--- config.mk ---
export PLATFORM = sky130hd
export DESIGN_NAME = mode_timer
export DESIGN_NICKNAME = d
export VERILOG_FILES = /design/src/rtl/mode_timer_pkg.sv /design/src/rtl/mode_timer_prescaler.sv /design/src/rtl/mode_timer.sv
export SDC_FILE = /design/constraint.sdc
export NUM_CORES = 1
export LEC_CHECK = 0
export CAP_MARGIN = 20
export CORE_UTILIZATION = 60
export CTS_BUF_LIST = sky130_fd_sc_hd__clkbuf_8
export DETAILED_ROUTE_END_ITERATION = 6
export DONT_BUFFER_PORTS = 1
export GPL_TIMING_DRIVEN = 1
export PLACE_DENSITY = 0.77
export SETUP_SLACK_MARGIN = 0.4
export SLEW_MARGIN = 20
export SYNTH_ARGS = -nofsm -noshare
export SYNTH_HDL_FRONTEND = slang
export SYNTH_SLANG_ARGS = --single-unit
--- constraint.sdc ---
create_clock -name clk -period 3.1 [get_ports clk]
set_clock_uncertainty 0.05 [all_clocks]
set_input_delay 0 -clock clk [delete_from_list [all_inputs] [get_ports clk]]
set_output_delay 0 -clock clk [all_outputs]
set_load 0.02 [all_outputs]
--- src/rtl/mode_timer_pkg.sv ---
// Shared types for the programmable event timer: run mode, count direction and FSM state.
package timer_pkg;

    typedef enum logic {
        MODE_ONESHOT  = 1'b0,
        MODE_PERIODIC = 1'b1
    } mode_t;

    typedef enum logic {
        DIR_UP   = 1'b0,
        DIR_DOWN = 1'b1
    } dir_t;

    typedef enum logic [1:0] {
        IDLE = 2'd0,
        RUN  = 2'd1,
        DONE = 2'd2
    } state_t;

endpackage

--- src/rtl/mode_timer_prescaler.sv ---
// Tick prescaler: emits one tick every PRESCALE enabled cycles; PRESCALE=1 reduces to tick = en.
module tick_prescaler #(
    parameter int PRESCALE = 1
) (
    input  logic clk,
    input  logic rst,
    input  logic clr,
    input  logic en,
    output logic tick
);

    localparam int PW = (PRESCALE > 1) ? $clog2(PRESCALE) : 1;
    localparam logic [PW-1:0] LAST = PW'(PRESCALE - 1);

    logic [PW-1:0] pre_q, pre_d;

    always_comb begin
        pre_d = pre_q;
        if (clr) begin
            pre_d = '0;
        end else if (en) begin
            pre_d = (pre_q == LAST) ? '0 : pre_q + PW'(1);
        end
    end

    always_ff @(posedge clk or posedge rst) begin
        if (rst) begin
            pre_q <= '0;
        end else begin
            pre_q <= pre_d;
        end
    end

    assign tick = en && (pre_q == LAST);

endmodule

--- src/rtl/mode_timer.sv ---
// Programmable up/down event timer with one-shot and periodic modes, terminal-count pulse
// and busy/done status.
//
// state | meaning
// IDLE  | stopped, count holds, ticks ignored
// RUN   | counting prescaled ticks toward the terminal value
// DONE  | one-shot reached its terminal value, count holds until start/stop
module mode_timer #(
    parameter int WIDTH    = 8,
    parameter int PRESCALE = 1
) (
    input  logic             clk,
    input  logic             rst,
    input  logic             en,
    input  logic             start,
    input  logic             stop,
    input  logic             mode,
    input  logic             dir,
    input  logic [WIDTH-1:0] limit,
    output logic [WIDTH-1:0] count,
    output logic             tc,
    output logic             busy,
    output logic             done
);

    import timer_pkg::*;

    state_t           state_q, state_d;
    mode_t            mode_q, mode_d;
    dir_t             dir_q, dir_d;
    logic [WIDTH-1:0] limit_q, limit_d;
    logic [WIDTH-1:0] count_q, count_d;
    logic             tc_q, tc_d;
    logic             tick;
    logic [WIDTH-1:0] term;
    logic [WIDTH-1:0] reload;
    logic [WIDTH-1:0] next_cnt;

    tick_prescaler #(
        .PRESCALE(PRESCALE)
    ) u_prescaler (
        .clk  (clk),
        .rst  (rst),
        .clr  (start || stop),
        .en   (en && (state_q == RUN)),
        .tick (tick)
    );

    always_comb begin
        state_d  = state_q;
        mode_d   = mode_q;
        dir_d    = dir_q;
        limit_d  = limit_q;
        count_d  = count_q;
        tc_d     = 1'b0;
        term     = (dir_q == DIR_DOWN) ? '0 : limit_q;
        reload   = (dir_q == DIR_DOWN) ? limit_q : '0;
        next_cnt = count_q;

        if (stop) begin
            state_d = IDLE;
        end else if (start) begin
            mode_d  = mode_t'(mode);
            dir_d   = dir_t'(dir);
            limit_d = limit;
            count_d = dir ? limit : '0;
            state_d = RUN;
            // start value already sits on the terminal value when limit is zero
            if (limit == '0) begin
                tc_d = 1'b1;
                if (mode_t'(mode) == MODE_ONESHOT) begin
                    state_d = DONE;
                end
            end
        end else if ((state_q == RUN) && tick) begin
            if (count_q == term) begin
                next_cnt = reload;
            end else if (dir_q == DIR_DOWN) begin
                next_cnt = count_q - WIDTH'(1);
            end else begin
                next_cnt = count_q + WIDTH'(1);
            end
            count_d = next_cnt;
            if (next_cnt == term) begin
                tc_d = 1'b1;
                if (mode_q == MODE_ONESHOT) begin
                    state_d = DONE;
                end
            end
        end
    end

    always_ff @(posedge clk or posedge rst) begin
        if (rst) begin
            state_q <= IDLE;
            mode_q  <= MODE_ONESHOT;
            dir_q   <= DIR_UP;
            limit_q <= '0;
            count_q <= '0;
            tc_q    <= 1'b0;
        end else begin
            state_q <= state_d;
            mode_q  <= mode_d;
            dir_q   <= dir_d;
            limit_q <= limit_d;
            count_q <= count_d;
            tc_q    <= tc_d;
        end
    end

    assign count = count_q;
    assign tc    = tc_q;
    assign busy  = (state_q == RUN);
    assign done  = (state_q == DONE);

endmodule

==> impl_results.md <==
- Status: completed
- Antenna viol nets, final: 0
- CTS tree: yes
- Final wirelength: 6060 microns
- Die Y-Extent: a little under 60 microns
- Via density: 7.20
- Reg clk slew, reported paths: 0.09 ns
- 1st-pass router iterations: 7
- Yosys cell types: 58
- Netlist Area Pre-Place: 1870 sq um
- Sequential area share after synthesis: roughly 28%
- M3 GR Usage: under 10%
- Avg Cell Area, Syn: between 8 and 9 sq um
- Layout cell share with drive strength beyond 1: between 20% and 30%
- Root buffer cell: clkbuf_8
- Port Buffer Count: 0
- Worst skew pair latency: between 0.2 and 0.3 ns
- R2R cell count: 10
- Ant diodes: 0
- Initial antenna violation count: 0
- Worst hold path type: input port to flop
- Delay-heaviest family, CP: compound AO/OA/AOI/OAI gates
- Slew headroom: between 30% and 40%
- Switch share: a little under half
- Vias in the first global route: a little under 2,000
- Period utilization: a little over nine tenths
- Worst VDD drop: around 0.46 mV
- Max-slew violation total from the final report: 0
- Nets: around 280
- Data arrival time of the critical path: 3.09 ns
- Fmax: between 300 and 400 MHz
- Largest net degree at the start of global routing: 22
- Util after Layout: between 80% and 90%
- WS Path Type: flop to flop
- DRT iter0 DRCs: roughly 170
- Hold WS: around 0.019 ns
- Gr ovfl total: 0
- Worst Setup Start Kind: flop
- FF-to-FF Start: dir_q$_DFFE_PP0P_
- Most common cell after layout, fill and taps aside: buf_4
- Post-Syn Nets: about 240
- Crit-path cells: fa_2, a211o_1, buf_4, a21o_1, a32oi_2, o221ai_2, a21oi_2, o221ai_2, or4_4, a21oi_2
- Crit path depth: 10
- Internal reg-to-reg setup slack: ~0.18 ns
- Synthesized instance count: 220
- Hold Path Depth: 3
- CTS sink count: 21
- DIE WIDTH: approximately 58 microns
- Synth top area share: between 20 and 30%
- DRC errors left: 0
- Post-synth top area cell: dfrtp_1
- P&R area growth vs syn: 26.7%
- RSZ-0062 raised after global routing: yes
- NetSw: around 0.00080 W
- Via Count: 2,037
- DP HPWL: 3650 microns
- Core Area: 2850 sq um
- Top_reg_cell synth: dfrtp_1
- Clock power share: 11.2%
- Power Dens Cells: 730 nW/um^2
- CTS H-Tree Depth: 1
- Cell Rows: 19
- Most frequent cells in the layout: buf_4, dlygate4sd3_1, nor2_1, dfrtp_1, a21oi_1
- Yosys reg bits: 21
- Max cap viols: 0
- HP Start: dir
- Gr busiest metal: met2
- Largest cells by area after synthesis: dfrtp_1, buf_6, ha_1, nor2_1, a21oi_1
- Max FO, Critical Path: 6
- Total power: between 0.0015 and 0.002 W
- Critical Path Start: dir_q$_DFFE_PP0P_
- Clk buf depth: 2
- Initial Utilization: between 60% and 70%
- EDFF count, synth: 0
- Ports: 26
- Filler instances: 165
- Number of buffers created by CTS: 3
- Hold Violations, Final: 0
- Period minus WS final: between 2 and 3 ns
- WP buf/inv: 1
- Worst Setup End Kind: flop
- Total GRT Usage: around 38%
- Crit path largest cell delay: about 0.51 ns
- Syn. warnings: 0
- Final setup vio count: 0
- Met1 Usage GRT: 51.8%
- Met2 Usage GRT: 59.1%
- Sum Neg Setup Slack: 0 ns
- Internal cell power: between 0.0009 and 0.001 W
- Reg power frac: 23.9%
- Final Wtd Congestion: 0.992
- Combinational power share: around 65%
- WP data required: about 3.3 ns
- Leak: around 0.9 nW
- Slowest cell on crit path: or4_4
- Asr flop ratio synth: 100%
- Die ar.: 3350 sq um
- First-pass GRT wire length: ~9600 microns
- Slew @ Worst Pin: a little under 1 ns
- WL/cell: approximately 21 microns
[Yosys cell counts (6+ instances only)]
cell type and number:
a21oi_1 14, a31oi_1 10, buf_6 7, clkbuf_1 6, dfrtp_1 21, ha_1 6
inv_1 9, nand2_1 11, nand3_1 12, nor2_1 19, o211ai_1 7, o21a_1 9
o21ai_0 14
[what timing repair did]
item | CTS | global route
setup endpoints to repair | 3 | 4
endpoints found under the hold margin | 42 | 0
setup buffers | 7 | 4
pin swaps | 6 | 14
resized for setup | 13 | 15
hold buffers | 19 | 0
gates cloned | 0 | 0
[cells by family after synthesis]
family | count (synthesis) | share of synthesized area, %
AOI/OAI and AO/OA | 80 | 30.0
xor gates and xnor gates | 9 | 4.21
adders and majority gates | 7 | 5.07
buffers and inverters | 25 | 8.21
DFF | 21 | 28.0
muxes | 8 | 4.61
and+or+nand+nor | 70 | 19.8
[cell type report]
cell class | instances | area [sq um] | area share (%)
Multi-Input combinational cell | 174 | 1350 | 56.6
Clock inverter | 1 | 5.00 | 0.211
Sequential cell | 21 | 531 | 22.3
Clock buffer | 3 | 41.3 | 1.74
Inverter | 10 | 40.0 | 1.69
Timing Repair Buffer | 43 | 374 | 15.8
Tap cell | 31 | 38.8 | 1.63
[worst reg2reg max path, stage by stage, from the launching register on]
cell      delay (ns)
dfrtp_2         0.49
fa_2            0.39
a211o_1         0.32
buf_4           0.16
a21o_1          0.20
a32oi_2         0.19
o221ai_2        0.15
a21oi_2         0.15
o221ai_2        0.13
or4_4           0.51
a21oi_2         0.13
[path summary, 6_finish.rpt]
| path | end |
|---|---|
| max in group asynchronous | count[0]$_DFFE_PP0P_ |
| hold / removal | count[0]$_DFFE_PP0P_ |
| hold reg to reg | mode_q$_DFFE_PP0P_ |
| setup / recovery | tc$_DFF_PP0_ |
| min in group asynchronous | limit_q[7]$_DFFE_PP0P_ |
| setup reg to reg | tc$_DFF_PP0_ |
[metrics by stage]
stage	setup slack, ns	cell area, sq um	std cells
detailed placement	0.0417	1910	249
global placement	0.125	1910	249
floorplan	0.206	1890	220
global route	0.103	2370	283
CTS	0.243	2280	279
finish	0.179	2370	283
[flip-flops by register name (all words and copies together) (netlist names)]
name / flops
dir_q: 1
mode_q: 1
state_q: 2
limit_q: 8
tc: 1
count: 8
[metal layers]
metal	wire, microns	vias to the layer above
met4	272	0
met2	2800	151
li1	-	897
met3	639	35
met5	0	-
met1	2350	954
[power groups by stage]
| stage | combinational (W) | sequential (W) | clock [W] |
|---|---|---|---|
| 3_3_place_gp | 0.000794 | 0.000410 | 0 |
| 5_1_grt | 0.00121 | 0.000421 | 0.000208 |
| 3_5_place_dp | 0.000817 | 0.000415 | 0 |
| 2_1_floorplan | 0.000621 | 0.000427 | 0 |
| 6_report | 0.00112 | 0.000415 | 0.000194 |
| 4_1_cts | 0.000965 | 0.000408 | 0.000193 |
(Power assumes the default switching activity.)
